<file path="config.mk">
export PLATFORM = sky130hd
export DESIGN_NAME = pipe_stage_buf_flat
export DESIGN_NICKNAME = d
export VERILOG_FILES = /design/src/rtl/pipe_stage_buf_pkg.sv /design/src/rtl/pipe_stage_buf_if.sv /design/src/rtl/pipe_stage_cnt.sv /design/src/rtl/pipe_stage_buf.sv /design/src/flat_wrapper.sv
export SDC_FILE = /design/constraint.sdc
export NUM_CORES = 1
export LEC_CHECK = 0
export CORE_UTILIZATION = 31
export CTS_BUF_LIST = sky130_fd_sc_hd__clkbuf_16
export DETAILED_ROUTE_END_ITERATION = 8
export GPL_TIMING_DRIVEN = 0
export PLACE_DENSITY = 0.6
export SYNTH_ARGS = -nofsm -noshare
export SYNTH_HDL_FRONTEND = slang
export SYNTH_HIERARCHICAL = 1
export SYNTH_SLANG_ARGS = --single-unit
</file>
<file path="constraint.sdc">
create_clock -name clk -period 3.1 [get_ports clk]
set_input_delay 0.775 -clock clk [delete_from_list [all_inputs] [get_ports clk]]
set_output_delay 0.775 -clock clk [all_outputs]
set_load 0.05 [all_outputs]
</file>
<file path="src/rtl/pipe_stage_buf_pkg.sv">
// pipe_stage_buf_pkg: shared pipeline widths and control-bundle bit positions
package pipe_stage_buf_pkg;
   localparam int CTRL_W = 10;
   localparam int DATA_W = 149;
   localparam int CTRL_BRANCH  = 0;
   localparam int CTRL_JUMP    = 1;
   localparam int CTRL_MEM_RD  = 2;
   localparam int CTRL_MEM_WR  = 3;
   localparam int CTRL_ALU_LSB = 4;
   localparam int CTRL_ALU_W   = 4;
   localparam int CTRL_REG_WR  = 8;
   localparam int CTRL_MEM2REG = 9;
   typedef struct packed {
      logic       mem2reg;
      logic       reg_wr;
      logic [3:0] alu_op;
      logic       mem_wr;
      logic       mem_rd;
      logic       jump;
      logic       branch;
   } pipe_ctrl_t;
endpackage

</file>
<file path="src/rtl/pipe_stage_buf_if.sv">
// pipe_stage_buf_if: valid/ready handshake carrying a control and a data bundle
interface pipe_stage_buf_if #(
   parameter int CTRL_W = pipe_stage_buf_pkg::CTRL_W,
   parameter int DATA_W = pipe_stage_buf_pkg::DATA_W
);
   logic              valid;
   logic              ready;
   logic [CTRL_W-1:0] ctrl;
   logic [DATA_W-1:0] data;
   modport master(output valid, ctrl, data, input ready);
   modport slave(input valid, ctrl, data, output ready);
endinterface

</file>
<file path="src/rtl/pipe_stage_cnt.sv">
// pipe_stage_cnt: saturating up-counter with synchronous clear
module pipe_stage_cnt #(
   parameter int W = 16
) (
   input  logic         clk,
   input  logic         reset,
   input  logic         clr,
   input  logic         inc,
   output logic [W-1:0] cnt
);
   always_ff @(posedge clk or negedge reset)
      if (!reset) cnt <= '0;
      else if (clr) cnt <= '0;
      else if (inc && cnt != '1) cnt <= cnt + W'(1);
endmodule

</file>
<file path="src/rtl/pipe_stage_buf.sv">
// pipe_stage_buf: two-entry (main + skid) pipeline register with flush and stall counter
module pipe_stage_buf #(
   parameter int CTRL_W = pipe_stage_buf_pkg::CTRL_W,
   parameter int DATA_W = pipe_stage_buf_pkg::DATA_W,
   parameter int CNT_W  = 16
) (
   input  logic             clk,
   input  logic             reset,
   input  logic             flush,
   pipe_stage_buf_if.slave  in_if,
   pipe_stage_buf_if.master out_if,
   input  logic             clr_cnt,
   output logic [CNT_W-1:0] stall_cnt
);
   logic              main_v, skid_v, rdy;
   logic [CTRL_W-1:0] main_c, skid_c;
   logic [DATA_W-1:0] main_d, skid_d;
   logic              acc, emit, load_main, main_v_n, skid_v_n;
   always_comb begin
      acc       = in_if.valid & rdy;
      emit      = main_v & out_if.ready;
      load_main = emit | ~main_v;
      main_v_n  = load_main ? (skid_v | acc) : main_v;
      skid_v_n  = skid_v ? ~emit : (acc & ~load_main);
   end
   // invalid entries always carry an all-zero control bundle so bubbles act as NOPs
   always_ff @(posedge clk or negedge reset)
      if (!reset) begin
         main_v <= 1'b0;
         skid_v <= 1'b0;
         rdy    <= 1'b0;
         main_c <= '0;
         skid_c <= '0;
         main_d <= '0;
         skid_d <= '0;
      end else if (flush) begin
         main_v <= 1'b0;
         skid_v <= 1'b0;
         rdy    <= 1'b1;
         main_c <= '0;
         skid_c <= '0;
      end else begin
         main_v <= main_v_n;
         skid_v <= skid_v_n;
         rdy    <= ~skid_v_n;
         if (load_main) begin
            main_c <= skid_v ? skid_c : (acc ? in_if.ctrl : '0);
            main_d <= skid_v ? skid_d : in_if.data;
         end
         if (!skid_v_n) skid_c <= '0;
         else if (!skid_v) begin
            skid_c <= in_if.ctrl;
            skid_d <= in_if.data;
         end
      end
   assign in_if.ready  = rdy;
   assign out_if.valid = main_v;
   assign out_if.ctrl  = main_c;
   assign out_if.data  = main_d;
   pipe_stage_cnt #(.W(CNT_W)) u_cnt (
      .clk   (clk),
      .reset (reset),
      .clr   (clr_cnt),
      .inc   (main_v & ~out_if.ready),
      .cnt   (stall_cnt)
   );
endmodule

</file>
<file path="src/flat_wrapper.sv">
// flat-port wrapper written by rule: the top's interface ports become plain ports
module pipe_stage_buf_flat 
#(
   parameter int CTRL_W = pipe_stage_buf_pkg::CTRL_W,
   parameter int DATA_W = pipe_stage_buf_pkg::DATA_W,
   parameter int CNT_W  = 16
)
  (clk, reset, flush, clr_cnt, stall_cnt, in_if_valid, in_if_ctrl, in_if_data, in_if_ready, out_if_valid, out_if_ctrl, out_if_data, out_if_ready);
  pipe_stage_buf_if #(.CTRL_W(CTRL_W), .DATA_W(DATA_W)) in_if_i ();
  pipe_stage_buf_if #(.CTRL_W(CTRL_W), .DATA_W(DATA_W)) out_if_i ();
  input  logic clk;
  input  logic reset;
  input  logic flush;
  input  logic clr_cnt;
  output logic [CNT_W-1:0] stall_cnt;
  input wire logic [$bits(in_if_i.valid)-1:0] in_if_valid;
  input wire logic [$bits(in_if_i.ctrl)-1:0] in_if_ctrl;
  input wire logic [$bits(in_if_i.data)-1:0] in_if_data;
  output wire logic [$bits(in_if_i.ready)-1:0] in_if_ready;
  output wire logic [$bits(out_if_i.valid)-1:0] out_if_valid;
  output wire logic [$bits(out_if_i.ctrl)-1:0] out_if_ctrl;
  output wire logic [$bits(out_if_i.data)-1:0] out_if_data;
  input wire logic [$bits(out_if_i.ready)-1:0] out_if_ready;
  assign in_if_i.valid = in_if_valid;
  assign in_if_i.ctrl = in_if_ctrl;
  assign in_if_i.data = in_if_data;
  assign in_if_ready = in_if_i.ready;
  assign out_if_valid = out_if_i.valid;
  assign out_if_ctrl = out_if_i.ctrl;
  assign out_if_data = out_if_i.data;
  assign out_if_i.ready = out_if_ready;
  pipe_stage_buf #(.CTRL_W(CTRL_W), .DATA_W(DATA_W), .CNT_W(CNT_W)) u_core (.clk(clk), .reset(reset), .flush(flush), .in_if(in_if_i), .out_if(out_if_i), .clr_cnt(clr_cnt), .stall_cnt(stall_cnt));
endmodule
</file>
==> impl_results.md <==
* Number of H-tree levels at 2
* Root Driver: sky130_fd_sc_hd__clkbuf_16
* Per-cell via count in the routed design at 4.92
* Initial DRC count at 636
* Unrepaired setup endpoints after global routing: false
* Clock-pin transition on the worst setup and hold timing paths at 60 ps
* RR Endpoint: u_core/u_cnt/cnt[3]
* Dominant cells by area after synthesis: sky130_fd_sc_hd__dfrtp_1, sky130_fd_sc_hd__mux2_4, sky130_fd_sc_hd__mux2i_1
* Die extent in x at 221 um
* Biggest fanout along the worst timing path at 7
* Initial antenna violation count at 2
* Share of final-layout standard cells stronger than drive strength 1 at 0.168
* Cell Rows at 80
* Area of the mapped netlist at 14900 um2
* Hold Fails Final Rpt at 0
* Launching point of the worst reg2reg path: u_core/out_if.valid
* YS warnings at 6
* Worst path depth at 1
* Die height at 221 um
* Weighted congestion at the end of routability-driven global placement at 0.802
* Fraction of the core area covered by cells at the end of the flow at 0.430
* Post-synthesis cell type count at 42
* GRT Overall Usage at 0.177
* Largest area contributor in the synthesized netlist: sky130_fd_sc_hd__dfrtp_1
* Non-filler instance count after layout at 2188
* Drt drc at 0
* Slowest cell on the critical path: sky130_fd_sc_hd__clkdlybuf4s50_1
* Worst setup path category: flip-flop to output port
* Post-Route WL at 43200 um
* Internal power summed over all cells at 0.00977 W
* Clock latency on the worst-skew pair at 560 ps
* Slew at the pin with the worst max-slew slack at 914 ps
* Sort of element at the end of the critical path: output port
* Tightest hold margin at 145 ps
* Buffering stage count on the worst path with inverters included at 1
* Postcts setup bufs at 0
* Busiest metal layer after global routing: met2
* Met2 usage at 0.278
* Clock tree from TritonCTS: yes
* Biggest cell delay along the critical path at 860 ps
* Final setup fails at 0
* Power Density at 687 nW/um2
* Wire length of the first global-routing pass at 68100 um
* Die ar. at 49000 um2
* Number of maximum-capacitance violations at 0
* Layout overhead on the synthesized area at 37.3%
* Reg power frac at 0.411
* Filler cell count at 4470
* DP Worst Slack at -777 ps
* Relative contribution of combinational cells to total power at 0.251
* Number of buffers added by the clock tree synthesis step at 40
* Clock network fraction of total power at 0.337
* Outcome: complete, no violations
* Switching Share at 0.307
* Core Box Area at 47600 um2
* Clk buf depth at 3
* Number of synthesized register bits at 337
* Wirelength per Cell at 19.7 um
* Prevailing post-synth register cell: sky130_fd_sc_hd__dfrtp_1
* Maximum ir drop on the vdd rail at 0.342 mV
* Post-synthesis net count at 1322
* Global route overflow at 0
* Register-to-Register Path Depth at 6
* Worst setup path start: u_core/u_cnt/cnt[8]
* Part of the Yosys area used for sequential elements at 0.565
* Hold crit path type: primary input to asynchronous set/reset pin
* Number of flops mapped to enable cells by yosys at 0
* Clock Sink Count at 337
* Instance count of the mapped netlist at 1156
* Fraction of registers with async set or reset after synthesis at 1.00
* Final net count at 1705
* Arrival time at the worst endpoint at 1890 ps
* Max Slew Vio Count at 0
* Reg-to-reg setup timing slack at 860 ps
* Grt met3 use at 0.0494
* Routed Antenna Nets at 0
* Leakage dissipation at 8.67 nW
* Ranking of synthesized cells by instance count: sky130_fd_sc_hd__dfrtp_1, sky130_fd_sc_hd__o21ai_0, sky130_fd_sc_hd__mux2i_1
* Worst slew margin at 0.391
* Worst path top cell family by delay: buffers and inverters
* Final HPWL DP at 29200 um
* List of cells traversed by the critical path: clkdlybuf4s50_1
* Hold Buf Count CTS at 0
* Final Skew at 14.5 ps
* Mean post-synth cell area at 12.9 um2
* Required time of the critical path at 2320 ps
* DR vias at 10800
* Fmax achieved at 0.375 GHz
* Switching Power at 0.00432 W
* Resize count post-CTS at 0
* Top cell type's share of synthesized area at 0.565
* Met1 track demand over resource at 0.235
* Crit path setup slack, layout at 434 ps
* Crit share post-route at 0.860
* Pin count of the biggest net entering global routing at 115
* Via count of the first global-routing pass at 11500
* Setup Total Neg Slack at 0 ps
* Cells after DPL at 2114
* I/O Pins at 342
* Critical path capture point: stall_cnt[8]
* Type of origin of the critical path: flip-flop
* Length of the first detailed-routing pass in iterations at 5
* Number of port buffers at 340
* Time the worst path needs with I/O delays and setup at 2670 ps
* Starting density of the core at 0.313
* Most frequent cell after synthesis: sky130_fd_sc_hd__dfrtp_1
-- power by group through the flow --
stage / sequential (W) / combinational (W) / clock (W)
2_1_floorplan: 0.00673 / 0.00134 / 0
4_1_cts: 0.00579 / 0.00358 / 0.00492
5_1_grt: 0.00590 / 0.00376 / 0.00507
3_5_place_dp: 0.00585 / 0.00356 / 0
3_3_place_gp: 0.00583 / 0.00351 / 0
6_report: 0.00579 / 0.00354 / 0.00475
-- worst min path at each step --
| stage | to | startpoint | depth (start not counted) | slack (ps) |
|---|---|---|---|---|
| final | u_core/skid_d[102] | reset | 1 | 140 |
| after global routing | u_core/skid_d[102] | reset | 1 | 160 |
| after CTS | u_core/out_if.data[102] | reset | 1 | 130 |
| after detailed placement | u_core/out_if.ctrl[7] | u_core/out_if.ctrl[7] | 1 | 470 |
| after global placement | u_core/out_if.ctrl[4] | u_core/out_if.ctrl[4] | 1 | 470 |
| after floorplan | u_core/in_if.ready | reset | 0 | 480 |
-- per-layer routing --
layer  wire length, um  up-vias
li1                  -     4970
met2             20200      275
met4              1110        0
met3              2720       69
met5                 0        -
met1             19200     5449
-- layout make-up --
type,count,area [um2],share of cell area
antenna,2,5.00,0.000244
buffer,93,517,0.0252
clock buffer,41,1030,0.0501
clock inverter,33,287,0.0140
inverter,4,15.0,0.000732
multi-input combinational,720,5960,0.291
sequential,337,8430,0.411
tap,615,769,0.0375
timing repair buffer,343,3490,0.170
-- cell families (layout without fill, tap and decap cells) --
kind of cell             count (synthesis)  count (layout)  synth area share
buffers and inverters                   99             514            0.0362
flip-flops                             337             337             0.565
AND/OR/NAND/NOR                         62              62            0.0259
adder cells (fa/ha/maj)                  1               1          0.000838
AO/OA/AOI/OAI                          345             345             0.123
other                                    0               2                 0
multiplexers                           312             312             0.250
-- through the flow --
stage          cell area, um2  power, W
6_report                20500    0.0141
5_1_grt                 20500    0.0147
4_1_cts                 20500    0.0143
3_3_place_gp            19100   0.00934
3_5_place_dp            19200   0.00941
2_1_floorplan           14900   0.00807
-- placed cells by master, fill, tap and decap left out, types with 2 or more instances in the layout --
cell type | Yosys | routed
sky130_fd_sc_hd__clkdlybuf4s50_1 | 0 | 339
sky130_fd_sc_hd__dfrtp_1 | 337 | 337
sky130_fd_sc_hd__o21ai_0 | 299 | 299
sky130_fd_sc_hd__mux2i_1 | 159 | 159
sky130_fd_sc_hd__mux2_4 | 110 | 110
sky130_fd_sc_hd__clkbuf_1 | 50 | 49
sky130_fd_sc_hd__clkbuf_16 | 0 | 41
sky130_fd_sc_hd__mux2_2 | 39 | 39
sky130_fd_sc_hd__buf_2 | 24 | 23
sky130_fd_sc_hd__buf_6 | 18 | 18
sky130_fd_sc_hd__nor2_1 | 16 | 16
sky130_fd_sc_hd__a21oi_1 | 11 | 11
sky130_fd_sc_hd__inv_1 | 4 | 10
sky130_fd_sc_hd__clkinv_1 | 0 | 10
sky130_fd_sc_hd__a22oi_1 | 10 | 10
sky130_fd_sc_hd__o2bb2ai_1 | 10 | 10
sky130_fd_sc_hd__clkinv_2 | 0 | 7
sky130_fd_sc_hd__o31ai_1 | 7 | 7
sky130_fd_sc_hd__nand4_1 | 6 | 6
sky130_fd_sc_hd__nand2_1 | 6 | 6
sky130_fd_sc_hd__bufinv_16 | 0 | 5
sky130_fd_sc_hd__nor2b_1 | 5 | 5
sky130_fd_sc_hd__or4_1 | 5 | 5
sky130_fd_sc_hd__nor4_1 | 4 | 4
sky130_fd_sc_hd__mux2_1 | 4 | 4
sky130_fd_sc_hd__inv_6 | 0 | 3
sky130_fd_sc_hd__buf_16 | 0 | 3
sky130_fd_sc_hd__nand3_1 | 3 | 3
sky130_fd_sc_hd__o21ai_1 | 3 | 3
sky130_fd_sc_hd__diode_2 | 0 | 2
sky130_fd_sc_hd__clkinvlp_4 | 0 | 2
sky130_fd_sc_hd__nand4_2 | 2 | 2
sky130_fd_sc_hd__buf_1 | 2 | 2
sky130_fd_sc_hd__or4_2 | 2 | 2
sky130_fd_sc_hd__or3_1 | 2 | 2
sky130_fd_sc_hd__and4_2 | 2 | 2
sky130_fd_sc_hd__and3_1 | 2 | 2
-- sequential cells by signal, summed over array words and instances (netlist names) --
signal,cells
u_core/out_if.data,149
u_core/in_if.ready,1
u_core/skid_d,149
u_core/skid_v,1
u_core/out_if.valid,1
u_core/out_if.ctrl,10
u_core/skid_c,10
u_core/u_cnt/cnt,16
(Power assumes the default switching activity.)
